==> config.mk <==
export PLATFORM = sky130hd
export DESIGN_NAME = ctrl_unit_fsm_flat
export DESIGN_NICKNAME = d
export VERILOG_FILES = /design/src/rtl/ctrl_unit_pkg.sv /design/src/rtl/ctrl_unit_fsm_if.sv /design/src/rtl/ctrl_ir_decode.sv /design/src/rtl/ctrl_unit_fsm.sv /design/src/flat_wrapper.sv
export SDC_FILE = /design/constraint.sdc
export NUM_CORES = 1
export LEC_CHECK = 0
export CAP_MARGIN = 10
export CELL_PAD_IN_SITES_DETAIL_PLACEMENT = 0
export CELL_PAD_IN_SITES_GLOBAL_PLACEMENT = 1
export CORE_MARGIN = 8
export CORE_UTILIZATION = 45
export CTS_CLUSTER_DIAMETER = 80
export DETAILED_ROUTE_END_ITERATION = 8
export DONT_BUFFER_PORTS = 1
export PLACE_DENSITY_LB_ADDON = 0.12
export SYNTH_ARGS = -nofsm -noshare
export SYNTH_HDL_FRONTEND = slang
export SYNTH_SLANG_ARGS = --single-unit
==> constraint.sdc <==
create_clock -name clk -period 4.9 [get_ports clk]
set_input_delay 0.735 -clock clk [delete_from_list [all_inputs] [get_ports clk]]
set_output_delay 0.735 -clock clk [all_outputs]
set_load 0.1 [all_outputs]
==> src/rtl/ctrl_unit_pkg.sv <==
// Shared definitions for the instruction control unit.
//   - opcode constants and opcode classification helper
//   - FSM state encoding
//   - instruction field offsets and the fixed ALU code used by CMP
package ctrl_unit_pkg;

  // Opcodes 0..7 drive the ALU directly with alu_ctrl = opcode[2:0].
  localparam logic [3:0] OP_ADD = 4'h0;
  localparam logic [3:0] OP_SUB = 4'h1;
  localparam logic [3:0] OP_2   = 4'h2;
  localparam logic [3:0] OP_3   = 4'h3;
  localparam logic [3:0] OP_4   = 4'h4;
  localparam logic [3:0] OP_5   = 4'h5;
  localparam logic [3:0] OP_6   = 4'h6;
  localparam logic [3:0] OP_7   = 4'h7;
  localparam logic [3:0] OP_CMP = 4'h8;

  // Each register field occupies a 4-bit slot; only the low REG_ADDR_W bits are used.
  localparam int unsigned SRC2_LSB = 0;
  localparam int unsigned SRC1_LSB = 4;
  localparam int unsigned DST_LSB  = 8;

  localparam logic [2:0] ALU_SUB = 3'b001;

  typedef enum logic [1:0] {
    IDLE,
    READ,
    EXEC,
    WB
  } state_e;

  typedef enum logic [1:0] {
    CLS_ALU,
    CLS_CMP,
    CLS_ILLEGAL
  } op_class_e;

  function automatic op_class_e op_class(input logic [3:0] op);
    if (!op[3]) begin
      return CLS_ALU;
    end else if (op == OP_CMP) begin
      return CLS_CMP;
    end
    return CLS_ILLEGAL;
  endfunction

endpackage

==> src/rtl/ctrl_unit_fsm_if.sv <==
// Instruction / register-file / ALU signal bundle for ctrl_unit_fsm.
//   master: instruction source + ALU flags in, control outputs observed
//   slave : the control unit itself
// Signals: ir_data, ir_valid, ir_ready, cy, zero, addr1, addr2, wr_addr,
//          rd, wr, alu_ctrl, cy_q, zero_q, illegal, busy
interface ctrl_unit_fsm_if #(
  parameter int unsigned IR_W       = 16,
  parameter int unsigned REG_ADDR_W = 3
);

  logic [IR_W-1:0]       ir_data;
  logic                  ir_valid;
  logic                  ir_ready;
  logic                  cy;
  logic                  zero;
  logic [REG_ADDR_W-1:0] addr1;
  logic [REG_ADDR_W-1:0] addr2;
  logic [REG_ADDR_W-1:0] wr_addr;
  logic                  rd;
  logic                  wr;
  logic [2:0]            alu_ctrl;
  logic                  cy_q;
  logic                  zero_q;
  logic                  illegal;
  logic                  busy;

  modport master (
    output ir_data, ir_valid, cy, zero,
    input  ir_ready, addr1, addr2, wr_addr, rd, wr, alu_ctrl, cy_q, zero_q, illegal, busy
  );

  modport slave (
    input  ir_data, ir_valid, cy, zero,
    output ir_ready, addr1, addr2, wr_addr, rd, wr, alu_ctrl, cy_q, zero_q, illegal, busy
  );

endinterface

==> src/rtl/ctrl_ir_decode.sv <==
// Combinational instruction decoder.
//   i_ir       : instruction word being latched
//   o_class    : ALU op, CMP or illegal
//   o_alu_ctrl : ALU operation select (SUB for CMP)
//   o_addr1/2  : register-file read addresses
//   o_wr_addr  : write-back address
module ctrl_ir_decode
  import ctrl_unit_pkg::*;
#(
  parameter int unsigned IR_W       = 16,
  parameter int unsigned REG_ADDR_W = 3
) (
  input  logic [IR_W-1:0]       i_ir,
  output op_class_e             o_class,
  output logic [2:0]            o_alu_ctrl,
  output logic [REG_ADDR_W-1:0] o_addr1,
  output logic [REG_ADDR_W-1:0] o_addr2,
  output logic [REG_ADDR_W-1:0] o_wr_addr
);

  logic [3:0] w_opcode;
  logic       w_unused_ir;

  assign w_opcode   = i_ir[IR_W-1 -: 4];
  assign o_class    = op_class(w_opcode);
  assign o_alu_ctrl = (o_class == CLS_CMP) ? ALU_SUB : w_opcode[2:0];

  // Slot bits above REG_ADDR_W are dropped by the part-select width.
  assign o_addr1    = i_ir[SRC1_LSB +: REG_ADDR_W];
  assign o_addr2    = i_ir[SRC2_LSB +: REG_ADDR_W];
  assign o_wr_addr  = i_ir[DST_LSB +: REG_ADDR_W];

  // Padding and spare field bits carry no meaning.
  assign w_unused_ir = ^i_ir;

endmodule

==> src/rtl/ctrl_unit_fsm.sv <==
// Multi-cycle instruction control unit.
// Accepts one instruction per ir_valid/ir_ready handshake, then sequences
// READ -> EXEC (EXEC_CYCLES) -> WB for ALU ops, or READ -> EXEC for CMP.
// ALU flags are captured on the last EXEC cycle; illegal opcodes raise a
// one-cycle pulse and leave the unit idle.
//   clk : system clock, rising edge
//   rst : asynchronous, active-high reset
//   bus : ctrl_unit_fsm_if slave modport (handshake, flags, register-file/ALU controls)
// Every output is a flop; nothing on the bus input side reaches an output combinationally.
module ctrl_unit_fsm
  import ctrl_unit_pkg::*;
#(
  parameter int unsigned IR_W        = 16,
  parameter int unsigned REG_ADDR_W  = 3,
  parameter int unsigned EXEC_CYCLES = 1
) (
  input  logic           clk,
  input  logic           rst,
  ctrl_unit_fsm_if.slave bus
);

  localparam logic [2:0] EXEC_LAST = 3'(EXEC_CYCLES - 1);

  // Decoder outputs for the incoming word.
  op_class_e             w_class;
  logic [2:0]            w_dec_alu;
  logic [REG_ADDR_W-1:0] w_dec_addr1;
  logic [REG_ADDR_W-1:0] w_dec_addr2;
  logic [REG_ADDR_W-1:0] w_dec_wr_addr;

  state_e                r_state,    w_state_d;
  logic [2:0]            r_exec_cnt, w_exec_cnt_d;
  logic                  r_is_cmp,   w_is_cmp_d;
  logic                  r_ir_ready, w_ir_ready_d;
  logic                  r_rd,       w_rd_d;
  logic                  r_wr,       w_wr_d;
  logic                  r_illegal,  w_illegal_d;
  logic                  r_busy,     w_busy_d;
  logic                  r_cy_q,     w_cy_d;
  logic                  r_zero_q,   w_zero_d;
  logic [2:0]            r_alu_ctrl, w_alu_ctrl_d;
  logic [REG_ADDR_W-1:0] r_addr1,    w_addr1_d;
  logic [REG_ADDR_W-1:0] r_addr2,    w_addr2_d;
  logic [REG_ADDR_W-1:0] r_wr_addr,  w_wr_addr_d;

  logic                  w_accept;
  logic                  w_exec_last;

  ctrl_ir_decode #(
    .IR_W       (IR_W),
    .REG_ADDR_W (REG_ADDR_W)
  ) u_decode (
    .i_ir       (bus.ir_data),
    .o_class    (w_class),
    .o_alu_ctrl (w_dec_alu),
    .o_addr1    (w_dec_addr1),
    .o_addr2    (w_dec_addr2),
    .o_wr_addr  (w_dec_wr_addr)
  );

  // r_ir_ready is only set in IDLE, so it doubles as the "can accept" qualifier.
  assign w_accept    = r_ir_ready & bus.ir_valid;
  assign w_exec_last = (r_exec_cnt == EXEC_LAST);

  // Output flops hold the values for the state being entered, so each
  // output is valid for exactly the cycle its state occupies.
  always_comb begin
    w_state_d    = r_state;
    w_exec_cnt_d = r_exec_cnt;
    w_is_cmp_d   = r_is_cmp;
    w_ir_ready_d = 1'b0;
    w_rd_d       = 1'b0;
    w_wr_d       = 1'b0;
    w_illegal_d  = 1'b0;
    w_cy_d       = r_cy_q;
    w_zero_d     = r_zero_q;
    w_alu_ctrl_d = r_alu_ctrl;
    w_addr1_d    = r_addr1;
    w_addr2_d    = r_addr2;
    w_wr_addr_d  = r_wr_addr;

    unique case (r_state)
      IDLE: begin
        w_ir_ready_d = 1'b1;
        if (w_accept) begin
          if (w_class == CLS_ILLEGAL) begin
            // Unit stays idle and ready; fields and flags are left untouched.
            w_illegal_d = 1'b1;
          end else begin
            w_state_d    = READ;
            w_ir_ready_d = 1'b0;
            w_rd_d       = 1'b1;
            w_is_cmp_d   = (w_class == CLS_CMP);
            w_alu_ctrl_d = w_dec_alu;
            w_addr1_d    = w_dec_addr1;
            w_addr2_d    = w_dec_addr2;
            w_wr_addr_d  = w_dec_wr_addr;
          end
        end
      end
      READ: begin
        w_state_d    = EXEC;
        w_exec_cnt_d = '0;
        w_rd_d       = 1'b1;
      end
      EXEC: begin
        if (w_exec_last) begin
          w_cy_d       = bus.cy;
          w_zero_d     = bus.zero;
          w_exec_cnt_d = '0;
          if (r_is_cmp) begin
            w_state_d    = IDLE;
            w_ir_ready_d = 1'b1;
          end else begin
            w_state_d = WB;
            w_wr_d    = 1'b1;
          end
        end else begin
          w_exec_cnt_d = r_exec_cnt + 3'd1;
          w_rd_d       = 1'b1;
        end
      end
      WB: begin
        w_state_d    = IDLE;
        w_ir_ready_d = 1'b1;
      end
      default: begin
        w_state_d = IDLE;
      end
    endcase

    w_busy_d = (w_state_d != IDLE);
  end

  always_ff @(posedge clk or posedge rst) begin
    if (rst) begin
      r_state    <= IDLE;
      r_exec_cnt <= '0;
      r_is_cmp   <= 1'b0;
      r_ir_ready <= 1'b0;
      r_rd       <= 1'b0;
      r_wr       <= 1'b0;
      r_illegal  <= 1'b0;
      r_busy     <= 1'b0;
      r_cy_q     <= 1'b0;
      r_zero_q   <= 1'b0;
      r_alu_ctrl <= '0;
      r_addr1    <= '0;
      r_addr2    <= '0;
      r_wr_addr  <= '0;
    end else begin
      r_state    <= w_state_d;
      r_exec_cnt <= w_exec_cnt_d;
      r_is_cmp   <= w_is_cmp_d;
      r_ir_ready <= w_ir_ready_d;
      r_rd       <= w_rd_d;
      r_wr       <= w_wr_d;
      r_illegal  <= w_illegal_d;
      r_busy     <= w_busy_d;
      r_cy_q     <= w_cy_d;
      r_zero_q   <= w_zero_d;
      r_alu_ctrl <= w_alu_ctrl_d;
      r_addr1    <= w_addr1_d;
      r_addr2    <= w_addr2_d;
      r_wr_addr  <= w_wr_addr_d;
    end
  end

  assign bus.ir_ready = r_ir_ready;
  assign bus.rd       = r_rd;
  assign bus.wr       = r_wr;
  assign bus.illegal  = r_illegal;
  assign bus.busy     = r_busy;
  assign bus.cy_q     = r_cy_q;
  assign bus.zero_q   = r_zero_q;
  assign bus.alu_ctrl = r_alu_ctrl;
  assign bus.addr1    = r_addr1;
  assign bus.addr2    = r_addr2;
  assign bus.wr_addr  = r_wr_addr;

endmodule

==> src/flat_wrapper.sv <==
// flat-port wrapper written by rule: the top's interface ports become plain ports
module ctrl_unit_fsm_flat import ctrl_unit_pkg::*;
#(
  parameter int unsigned IR_W        = 16,
  parameter int unsigned REG_ADDR_W  = 3,
  parameter int unsigned EXEC_CYCLES = 1
)
  (clk, rst, bus_ir_data, bus_ir_valid, bus_cy, bus_zero, bus_ir_ready, bus_addr1, bus_addr2, bus_wr_addr, bus_rd, bus_wr, bus_alu_ctrl, bus_cy_q, bus_zero_q, bus_illegal, bus_busy);
  ctrl_unit_fsm_if #(.IR_W(IR_W), .REG_ADDR_W(REG_ADDR_W)) bus_i ();
  input  logic clk;
  input  logic rst;
  input wire logic [$bits(bus_i.ir_data)-1:0] bus_ir_data;
  input wire logic [$bits(bus_i.ir_valid)-1:0] bus_ir_valid;
  input wire logic [$bits(bus_i.cy)-1:0] bus_cy;
  input wire logic [$bits(bus_i.zero)-1:0] bus_zero;
  output wire logic [$bits(bus_i.ir_ready)-1:0] bus_ir_ready;
  output wire logic [$bits(bus_i.addr1)-1:0] bus_addr1;
  output wire logic [$bits(bus_i.addr2)-1:0] bus_addr2;
  output wire logic [$bits(bus_i.wr_addr)-1:0] bus_wr_addr;
  output wire logic [$bits(bus_i.rd)-1:0] bus_rd;
  output wire logic [$bits(bus_i.wr)-1:0] bus_wr;
  output wire logic [$bits(bus_i.alu_ctrl)-1:0] bus_alu_ctrl;
  output wire logic [$bits(bus_i.cy_q)-1:0] bus_cy_q;
  output wire logic [$bits(bus_i.zero_q)-1:0] bus_zero_q;
  output wire logic [$bits(bus_i.illegal)-1:0] bus_illegal;
  output wire logic [$bits(bus_i.busy)-1:0] bus_busy;
  assign bus_i.ir_data = bus_ir_data;
  assign bus_i.ir_valid = bus_ir_valid;
  assign bus_i.cy = bus_cy;
  assign bus_i.zero = bus_zero;
  assign bus_ir_ready = bus_i.ir_ready;
  assign bus_addr1 = bus_i.addr1;
  assign bus_addr2 = bus_i.addr2;
  assign bus_wr_addr = bus_i.wr_addr;
  assign bus_rd = bus_i.rd;
  assign bus_wr = bus_i.wr;
  assign bus_alu_ctrl = bus_i.alu_ctrl;
  assign bus_cy_q = bus_i.cy_q;
  assign bus_zero_q = bus_i.zero_q;
  assign bus_illegal = bus_i.illegal;
  assign bus_busy = bus_i.busy;
  ctrl_unit_fsm #(.IR_W(IR_W), .REG_ADDR_W(REG_ADDR_W), .EXEC_CYCLES(EXEC_CYCLES)) u_core (.clk(clk), .rst(rst), .bus(bus_i));
endmodule
## Word level (Yosys, flattened, before mapping)

Cells that the tools add are included.
W data, S select, Z words.

- Register bits after elaboration: 25
- Input bits: 21
- Output and inout bits: 19
- Word-level logic and storage cells: 56

- Multiplexer cells: 27
- Reduce and logical (&&, ||, !) cells: 6
- Bitwise logic cells: 2
- Add/sub/neg operators: 1
- Equality and inequality tests: 6

Operator list:

| operator | count |
|---|---|
| $mux W1 | 14 |
| $mux W2 | 7 |
| $pmux W2 S4 | 1 |
| $eq A2 B2 Y1 const B | 3 |
| $mux W3 | 2 |
| $pmux W1 S3 | 2 |
| $pmux W3 S2 | 1 |
| $eq A2 B1 Y1 const B | 2 |
| $eq A4 B4 Y1 const B | 1 |
| $reduce_bool A2 Y1 | 2 |
| $add A3 B1 Y3 const B | 1 |
| $logic_not A3 Y1 | 1 |
| $reduce_and A3 Y1 | 1 |
| $logic_not A2 Y1 | 1 |
| $reduce_and A2 Y1 | 1 |
| $and A1 B1 Y1 | 1 |
| $not A1 Y1 | 1 |

## Depth between registers and ports, before layout

Gate-level depths: netlist of the first run.

- Depth in word-level cells: 9
- Gate-level depth with buffers: 6
- Depth with buffers taken out: 5

## Cells and area by module

From an unflattened synthesis of the first run, not the netlist that was laid out.

- Cells, all modules: 102
- Area, all modules: 1286.2 um2

By module, submodules not included:

| module | instances | cells each | area an instance (um2) | sequential area each (um2) |
|---|---|---|---|---|
| ctrl_unit_fsm | 1 | 86 | 1177.4 | 625.6 |
| ctrl_ir_decode | 1 | 16 | 108.9 | 0.0 |

## Worst setup path after synthesis of the first run

OpenSTA, ideal clock, no wires.

- Path kind: flip-flop to flip-flop
- Start point: reg u_core.r_ir_ready, in the netlist u_core.bus.ir_ready
- End point: reg u_core.r_addr1[0], in the netlist u_core.bus.addr1[0]
- Cell stages (with the launch flop): 5
- Clock period less this slack: 2041 ps
- Data arrival time: 1915 ps
- Path slack: 2859 ps
- Path buffers: 1
- Library setup time: 125 ps
- Data required time: 4775 ps
- Path through: dfrtp_1 -> nand3_1 -> nand2b_2 -> buf_6 -> mux2_4

- Longest elaborated chain between the ends: 2

RTL lines:

| element | line | source |
|---|---|---|
| start: declaration | ctrl_unit_fsm.sv:34 | `logic r_ir_ready, w_ir_ready_d;` |
| start signal: assignment | ctrl_unit_fsm.sv:155 | `r_ir_ready <= w_ir_ready_d;` |
| $and A1 B1 Y1 | ctrl_unit_fsm.sv:62 | `assign w_accept = r_ir_ready & bus.ir_valid;` |
| $reduce_and A3 Y1 (no line) | n/a |  |
| end signal: assignment | ctrl_unit_fsm.sv:163 | `r_addr1 <= w_addr1_d;` |
| end: declaration | ctrl_unit_fsm.sv:42 | `logic [REG_ADDR_W-1:0] r_addr1, w_addr1_d;` |

Every way passes these cells.
A chain may end at the register's enable or synchronous reset.

## Final worst setup path of the first run

- Start point: reg u_core.r_ir_ready, in the netlist u_core.bus.ir_ready
- End point: reg u_core.r_addr2[1], in the netlist u_core.bus.addr2[1]

- Longest elaborated chain between the ends: 2

RTL lines:

| element | line | source |
|---|---|---|
| $and A1 B1 Y1 | ctrl_unit_fsm.sv:62 |  |
| $reduce_and A3 Y1 (no line) | n/a |  |
| end signal: assignment | ctrl_unit_fsm.sv:164 | `r_addr2 <= w_addr2_d;` |
| end: declaration | ctrl_unit_fsm.sv:43 | `logic [REG_ADDR_W-1:0] r_addr2, w_addr2_d;` |

Every way passes these cells.

==> results by group, run 1 <==
Outcome
  – Status: finished clean

Drt
  – 1st-pass router iterations: 3
  – DR WL/cell: roughly 18 um
  – Top layer in use: met4
  – Post-DRT Antenna Nets: 0
  – DRC: 0
  – Metal-1 WL: just under 900 um
  – Final WL: 2090 um
  – Via-per-instance ratio: roughly 5.7
  – Met2 wire length: slightly above 900 um
  – Met3 Wirelength: 264 um
  – Vias: 665
  – Initial drt markers: 17

Clocking
  – CTS tree: built
  – CTS Buf Count: 3
  – Post-CTS Setup Inserts: 0
  – Clk_lat worst skew: 310 ps
  – Clock root cell: clkbuf_4
  – CTS resizes: 0
  – H-Tree Depth: 1
  – Hold-fix buffers at CTS: 0
  – CTS clk-pin slew, worst paths: 140 ps
  – CTS Buffer Depth: 2
  – Clk sinks: 25

Synth
  – Seq cells post-synth: 25
  – Synth cell types: 31
  – Top cells by area, synth: dfrtp_1 54%, mux2_4 10%, ha_1 6.5%, mux2_1 2.9%, mux2_2 2.9%
  – Synth Area in Simple Gates: 0.0713
  – Main combinational cell family by area after synthesis: multiplexers
  – YS warnings: 0
  – Post-Syn Instances: 85
  – Post-Syn Area: 1160 um2
  – Mux share of post-synthesis cell area: 0.171
  – Post-synth EDFFs: 0
  – Top post-synthesis cells by count: 25 x dfrtp_1, 8 x mux2_4, 7 x inv_1
  – Cell with the most instances after synthesis: dfrtp_1
  – Post-Synth Adder-Cell Area: 0.0648
  – Syn Area/Cell: 13.6 um2
  – Predominant post-synthesis flop cell: dfrtp_1
  – Dominant cell type by area after synthesis: dfrtp_1
  – Register area share after synthesis: 0.540
  – Synth Area in Compound Gates: 0.117
  – Async SR Flop Fraction: 1.00
  – Share of the synthesized area in the top cell type: 0.540
  – Post-Synth XOR/XNOR Area: 0
  – Synthesized Nets: 112

Global routing
  – Gr ovfl total: 0
  – First-pass GRT wire length: 3290 um
  – Total track usage: 0.0947
  – Number of global-route vias before repair: 667
  – Largest net degree at the start of global routing: 26
  – Initial antenna violation count: 0

Placement
  – Hpwl dp: between 1500 and 2000 um
  – RePlAce Congestion: 0.774
  – Buffers on Ports: 0

Worst setup path
  – CP Capture Type: flop
  – CP Cell Sequence: nand3_1, nand2b_2, mux2_1
  – CP required: 5110 ps
  – Worst setup path category: flop to flop
  – Family with the most delay on the worst path: flip-flops
  – Arrival @ worst endpoint: 2500 ps
  – Crit-path max cell delay: 1000 ps
  – FF-to-FF path depth: 3
  – RR Endpoint: u_core.bus.addr2[1]
  – Crit-path slowest cell: dfrtp_1
  – Crit path launch type: flop
  – R2R setup slack: roughly 2600 ps
  – Critical R2R Launch: u_core.bus.ir_ready
  – Worst-path maximum fanout: 13
  – Crit path buffers/inverters: 0

STA
  – Fmax: about 0.44 GHz
  – RSZ-0062 raised after global routing: no
  – Final Cycle Share: 0.467
  – Setup Viol. Count Final: 0
  – Tightest Pin Transition: 955 ps
  – Slew HR: 0.363
  – Post-Route Setup TNS: 0 ps
  – Hold Violations, Final: 0
  – Min Tclk post-route: 2290 ps
  – Final Skew: between 10 and 15 ps
  – Max-slew violations: 0

Min path
  – HP Class: input pin to async pin

Floorplan
  – Die X: 66.7 um
  – # rows: 18
  – Core outline area: 2450 um2
  – Die H: 66.7 um
  – Initial Util: 0.472
  – IO Pins: 40
  – Die ar.: 4450 um2

Finish
  – Final #Nets: 115
  – Share of cells above drive strength 1: 0.207
  – Area grow syn2layout: 4.21%
  – N_diodes: 0

Run
  – # Max-Cap Violations: 0
registers in the layout, indices dropped and copies added (netlist names):
name                 flops
u_core.bus.illegal       1
u_core.bus.rd            1
u_core.bus.wr_addr       3
u_core.r_is_cmp          1
u_core.bus.addr2         3
u_core.r_exec_cnt        3
u_core.bus.cy_q          1
u_core.bus.ir_ready      1
u_core.r_state           2
u_core.bus.wr            1
u_core.bus.alu_ctrl      3
u_core.bus.zero_q        1
u_core.bus.addr1         3
u_core.bus.busy          1
per-stage QoR:
step	cells	instance area, um2	utilization	hold WS [ps]	worst slack, ps
after floorplan	85	1160	-	475	2860
final	117	1210	0.492	500	2610
after global placement	113	1180	0.481	510	2640
after detailed placement	113	1180	0.481	512	2600
after global routing	117	1210	0.492	516	2470
after CTS	117	1210	0.492	530	2590
cells by family after synthesis:
group	Yosys count
buf+inv	9
simple gates	13
flops	25
mux	15
compound gates	17
fa+ha+maj	6
area by class of cell:
cell class | count | area [um2]
inverter | 7 | 26.3
clock buffer | 3 | 22.5
clock inverter | 1 | 5.00
sequential | 25 | 626
multi-input combinational | 51 | 490
fill | 201 | 1250
tap | 30 | 37.5
worst max path at each step:
stage                             start                  end  slack [ps]  depth (start not counted)
detailed placement  u_core.bus.ir_ready  u_core.bus.addr2[1]        2600                          3
CTS                 u_core.bus.ir_ready  u_core.bus.addr2[1]        2590                          3
global placement    u_core.bus.ir_ready  u_core.bus.addr2[1]        2640                          3
global route        u_core.bus.ir_ready  u_core.bus.addr2[1]        2470                          3
floorplan           u_core.bus.ir_ready  u_core.bus.addr1[0]        2860                          4
finish              u_core.bus.ir_ready  u_core.bus.addr2[1]        2610                          3
placed cells by master (no fill, tap or decap), types with 2 or more instances in the layout:
cell type,count
clkbuf_4,3
a21oi_1,4
mux2_1,3
mux2_4,8
a31oi_1,2
ha_1,6
nand2_1,2
nand3_1,2
a311o_1,2
dfrtp_1,25
nand2b_1,2
inv_1,7
mux2_2,3
layer usage:
| metal | vias up | GRT usage |
|---|---|---|
| met5 | - | 0 |
| met4 | 0 | 0.0320 |
| met3 | 2 | 0.0554 |
| met2 | 22 | 0.141 |
| met1 | 331 | 0.110 |
| li1 | 310 | - |
Power of run 1 is left out: the tool's default activity adds up to more than one toggle a clock period on the data nets, which glitch-free logic cannot reach.
==> run 2: changes to the inputs <==
- CORE_ASPECT_RATIO: default -> 0.5
- CORE_UTILIZATION: 45 -> 43
- clock period: 4.9 -> 2 ns (I/O delays scaled with it)
==> results by group, run 2 (same netlist as run 1, synthesis figures left out) <==
Outcome
  – Status: finished clean

Finish
  – # fillers: 223 (+11%)
  – Area grow syn2layout: 15.6%
  – Most frequent cells in the layout: 24 x dfrtp_1, 12 x buf_4, 8 x mux2_4
  – Share of cells above drive strength 1: 0.310 (+0.103)
  – Commonest non-fill, non-tap cell in the layout: dfrtp_1
  – Finished Layout Cells: 137 (+17%)
  – Final #Nets: 128 (+11%)
  – N_diodes: 0 (unchanged)

Global routing
  – Gr ovfl total: 0 (unchanged)
  – First-pass GRT wire length: 3960 um (+20%)
  – Total track usage: 0.111 (+0.0160)
  – Initial antenna violation count: 0 (unchanged)
  – Number of global-route vias before repair: 796 (+19%)
  – Largest net degree at the start of global routing: 17 (-35%)

Min path
  – Hold Crit Depth: 1
  – HP Class: input pin to flop

Drt
  – DRC: 0 (unchanged)
  – Final WL: 2420 um (+16%)
  – Initial drt markers: 47 (+30)
  – Post-DRT Antenna Nets: 0 (unchanged)
  – DR WL/cell: 17.6 um (-1.0%)
  – Via-per-instance ratio: 5.28 (-7.1%)
  – Vias: 723 (+8.7%)
  – 1st-pass router iterations: 6 (+3)

Floorplan
  – Initial Util: 0.451 (-0.0211)
  – Die ar.: 4710 um2 (+5.8%)
  – Core outline area: 2570 um2 (+4.7%)
  – # rows: 13 (-5)
  – Die H: 52.7 um (-21%)
  – IO Pins: 40 (unchanged)
  – Die X: 89.4 um (+34%)

STA
  – Slew HR: 0.388 (+0.0242)
  – RSZ-0062 raised after global routing: no
  – Final Skew: 2.95 ps (-8.95 ps)
  – Final Cycle Share: 0.919 (+0.453)
  – Tightest Pin Transition: 918 ps (-36.3 ps)
  – Hold Violations, Final: 0 (unchanged)
  – Post-Route Setup TNS: 0 ps (unchanged)
  – Fmax: 0.544 GHz (+24%)
  – Worst setup margin: 161 ps (-2450 ps)
  – Min Tclk post-route: 1840 ps (-449 ps)
  – Setup Viol. Count Final: 0 (unchanged)
  – Max-slew violations: 0 (unchanged)

Clocking
  – Clk sinks: 25 (unchanged)
  – H-Tree Depth: 1 (unchanged)
  – CTS resizes: 0 (unchanged)
  – CTS clk-pin slew, worst paths: 90 ps (-50 ps)
  – CTS Buffer Depth: 2 (unchanged)
  – Post-CTS Setup Inserts: 0 (unchanged)
  – CTS tree: built
  – Clock root cell: clkbuf_8
  – Clk_lat worst skew: 270 ps (-40 ps)
  – CTS Buf Count: 3 (unchanged)

Worst setup path
  – CP Capture Type: flop
  – Crit path buffers/inverters: 1 (+1)
  – Critical path depth: 5 (+2)
  – Arrival @ worst endpoint: 1990 ps (-510 ps)
  – Family with the most delay on the worst path: simple AND/OR/NAND/NOR gates
  – CP Cell Sequence: inv_1, ha_1, nand3_1, nand2b_2, mux2_1
  – Crit-path slowest cell: dfrtp_1
  – Crit path launch type: flop
  – Worst setup path category: flop to flop
  – Crit-path max cell delay: 430 ps (-570 ps)
  – Worst-path maximum fanout: 13 (unchanged)
  – FF-to-FF path depth: 5 (+2)
  – CP required: 2150 ps (-2960 ps)

Placement
  – Hpwl dp: 1830 um (+19%)
  – Placed Cells incl. Taps: 132 (+17%)
  – Setup WS pre-CTS: 209 ps (-2390 ps)
  – Buffers on Ports: 0 (unchanged)
  – RePlAce Congestion: 0.702 (-9.2%)

Run
  – # Max-Cap Violations: 0 (unchanged)
[run 2: layer usage]
| layer | up-vias | share of wire | global-route usage |
|---|---|---|---|
| met1 | 356 | 0.40 | 0.119 |
| li1 | 336 | - | - |
| met3 | 2 | 0.11 | 0.0531 |
| met5 | - | 0 | 0 |
| met2 | 29 | 0.48 | 0.199 |
| met4 | 0 | 0.0046 | 0.0163 |
[run 2: area by class of cell]
cell class	count	area (um2)	area share
Clock buffer	3	41.3	0.0308
Clock inverter	1	7.51	0.00561
Inverter	7	26.3	0.0196
Multi-Input combinational cell	51	490	0.366
Sequential cell	25	627	0.468
Tap cell	37	46.3	0.0346
Timing Repair Buffer	13	100	0.0748
[run 2: stage by stage]
stage | util | hold WS, ps | area, um2
detailed placement | 0.498 | 294 | 1280
finish | 0.521 | 163 | 1340
CTS | 0.521 | 156 | 1340
global placement | 0.498 | 280 | 1280
global route | 0.521 | 146 | 1340
floorplan | - | 327 | 1160
[run 2: path summary, 6_finish.rpt]
path	startpoint	endpoint	slack, ps
max	u_core.r_state[1]	u_core.bus.addr2[1]	160
min	bus_ir_data[6]	u_core.bus.addr1[2]	160
max reg2reg	u_core.r_state[1]	u_core.bus.addr2[1]	160
min reg2reg	u_core.r_exec_cnt[2]	u_core.r_exec_cnt[2]	550
max in group asynchronous	rst	u_core.bus.alu_ctrl[1]	870
min in group asynchronous	rst	u_core.bus.ir_ready	560
[run 2: what timing repair did]
action	4_1_cts	5_1_grt
setup endpoints to repair	0	0
endpoints found under the hold margin	15	0
hold buffers	1	0
[run 2: worst register-to-register path: cells and delay by family (launching register included)]
kind                       cells  cell delay (ps)
DFF                            1              430
buffers and inverters          1              140
muxes                          1              400
adders and majority gates      1              260
and+or+nand+nor                2              490
Power of run 2 is left out for the same reason.
==> run 3: changes to the inputs <==
- MAX_ROUTING_LAYER: default -> met4
- SYNTH_HIERARCHICAL: default -> 1
==> results by group, run 3 <==
STA
  – Post-Route Setup TNS: 0 ps (unchanged)
  – Setup Viol. Count Final: 0 (unchanged)
  – Final Cycle Share: 0.905 (-0.0147)
  – Slew HR: 0.392 (+0.00461)
  – Min Tclk post-route: 1810 ps (-29.5 ps)
  – Final Skew: 3.71 ps (+0.760 ps)
  – Fmax: 0.553 GHz (+1.6%)
  – Tightest Pin Transition: 912 ps (-6.91 ps)
  – Hold Violations, Final: 0 (unchanged)
  – RSZ-0062 raised after global routing: no
  – Max-slew violations: 0 (unchanged)

Synth
  – Post-Syn Instances: 102 (+20%)
  – Cell with the most instances after synthesis: dfrtp_1
  – Async SR Flop Fraction: 1.00 (unchanged)
  – Post-Syn Area: 1290 um2 (+11%)
  – Top cells by area, synth: dfrtp_1 49%, mux2_4 9.3%, ha_1 5.8%, buf_4 5.3%, mux2_1 5.3%
  – Register area share after synthesis: 0.486 (-0.0536)
  – Share of the synthesized area in the top cell type: 0.486 (-0.0536)
  – Seq cells post-synth: 25 (unchanged)
  – YS warnings: 6 (+6)
  – Syn Area/Cell: 12.6 um2 (-7.5%)
  – Synth cell types: 35 (+13%)
  – Predominant post-synthesis flop cell: dfrtp_1
  – Dominant cell type by area after synthesis: dfrtp_1
  – Post-synth EDFFs: 0 (unchanged)
  – Synthesized Nets: 129 (+15%)
  – Top post-synthesis cells by count: 25 x dfrtp_1, 9 x buf_4, 8 x mux2_4

Floorplan
  – Core outline area: 2930 um2 (+14%)
  – Die X: 93.3 um (+4.4%)
  – Initial Util: 0.440 (-0.0111)
  – Die H: 54.7 um (+3.7%)
  – Die ar.: 5100 um2 (+8.3%)
  – # rows: 14 (+1)
  – IO Pins: 40 (unchanged)

Global routing
  – Initial antenna violation count: 0 (unchanged)
  – Total track usage: 0.0993 (-0.0114)
  – Number of global-route vias before repair: 764 (-4.0%)
  – First-pass GRT wire length: 3770 um (-4.9%)
  – Gr ovfl total: 0 (unchanged)
  – Largest net degree at the start of global routing: 19 (+2)

Worst setup path
  – Crit path launch type: flop
  – CP required: 2140 ps (about the same)
  – Arrival @ worst endpoint: 1950 ps (-40 ps)
  – Crit-path slowest cell: dfrtp_1
  – Family with the most delay on the worst path: simple AND/OR/NAND/NOR gates
  – Critical path depth: 5 (unchanged)
  – CP Cell Sequence: inv_1, ha_1, nand3_4, nor2_8, mux2_1
  – Crit-path max cell delay: 420 ps (about the same)
  – RR Endpoint: u_core/bus.alu_ctrl[2]
  – CP Capture Type: flop
  – Worst setup path category: flop to flop
  – Crit path buffers/inverters: 1 (unchanged)
  – R2R setup slack: 190 ps (+30 ps)
  – FF-to-FF path depth: 5 (unchanged)
  – Worst-path maximum fanout: 14 (+1)
  – Critical R2R Launch: u_core/r_state[0]

Min path
  – Hold Crit Depth: 1 (unchanged)
  – WHS Endpoint: u_core/bus.zero_q
  – HP Class: input pin to flop
  – Min-delay src: bus_zero

Clocking
  – CTS tree: built
  – CTS Buffer Depth: 2 (unchanged)
  – CTS Buf Count: 3 (unchanged)
  – Clock root cell: clkbuf_8
  – Clk sinks: 25 (unchanged)
  – CTS clk-pin slew, worst paths: 80 ps (about the same)
  – Clk_lat worst skew: 260 ps (about the same)
  – H-Tree Depth: 1 (unchanged)

Drt
  – Vias: 713 (-1.4%)
  – DR WL/cell: 16.4 um (-7.3%)
  – Initial drt markers: 15 (-68%)
  – 1st-pass router iterations: 4 (-2)
  – Via-per-instance ratio: 5.02 (-4.9%)
  – Final WL: 2320 um (-3.9%)
  – Post-DRT Antenna Nets: 0 (unchanged)
  – DRC: 0 (unchanged)

Finish
  – N_diodes: 0 (unchanged)
  – Most frequent cells in the layout: 25 x dfrtp_1, 8 x buf_4, 8 x mux2_4
  – Area grow syn2layout: 4.96%
  – Final #Nets: 130 (+1.6%)
  – Commonest non-fill, non-tap cell in the layout: dfrtp_1
  – Share of cells above drive strength 1: 0.245 (-0.0649)

Run
  – # Max-Cap Violations: 0 (unchanged)

Placement
  – Hpwl dp: 1810 um (-0.97%)
  – RePlAce Congestion: 0.827 (+18%)
  – Buffers on Ports: 0 (unchanged)

Outcome
  – Status: finished clean
## run 3: cell types whose count changed in the layout (fill, tap and decap cells not counted), sizes merged, moves of 2 or more
cell and change:
a21o +2, o21ai +3, buf -4, a311o -2
o31ai -2, nor2 +3
## run 3: what timing repair did
action / 4_1_cts / 5_1_grt
hold buffers: 1 / 0
setup buffers: 0 / 0
gates resized for setup: 0 / 0
hold endpoints to repair: 7 / 0
## run 3: how the worst max path moves through the flow
stage | startpoint | to | slack [ps]
6_report | u_core/r_state[0] | u_core/bus.alu_ctrl[2] | 190
3_5_place_dp | u_core/r_state[0] | u_core/bus.addr2[2] | 190
5_1_grt | u_core/r_state[0] | u_core/bus.addr2[2] | 60
3_3_place_gp | u_core/r_state[0] | u_core/bus.wr_addr[2] | 290
4_1_cts | u_core/r_state[0] | u_core/bus.addr2[2] | 180
2_1_floorplan | u_core/bus.ir_ready | u_core/bus.addr1[0] | 80
## run 3: area by class of cell
cell class	instances	area (um2)
timing repair buffer	9	70.1
tap	40	50.0
clock buffer	4	45.0
inverter	6	22.5
multi-input combinational	58	537
sequential	25	626
fill	259	1580
## run 3: kinds of logic after synthesis
group / Yosys count / share of synthesized area
mux: 14 / 0.146
flops: 25 / 0.486
fa+ha+maj: 6 / 0.0584
compound gates: 17 / 0.0885
buf+inv: 19 / 0.0963
simple gates: 21 / 0.125
## run 3: routing by layer
layer  GRT usage  wire length, um  vias to the layer above
met5           -                0                        -
met4      0.0290                0                        0
met3      0.0547              259                        0
met2       0.162             1090                       21
met1       0.103              973                      347
li1            -                -                      345
## run 3: through the flow
| stage | instances | hold slack (ps) | setup slack [ps] | utilization | instance area [um2] |
|---|---|---|---|---|---|
| global route | 142 | 146 | 64.8 | 0.462 | 1350 |
| finish | 142 | 164 | 191 | 0.462 | 1350 |
| CTS | 142 | 156 | 179 | 0.462 | 1350 |
| floorplan | 102 | 327 | 79.9 | - | 1290 |
| global placement | 137 | 138 | 288 | 0.443 | 1290 |
| detailed placement | 137 | 152 | 190 | 0.443 | 1290 |
Power of run 3 is left out for the same reason.
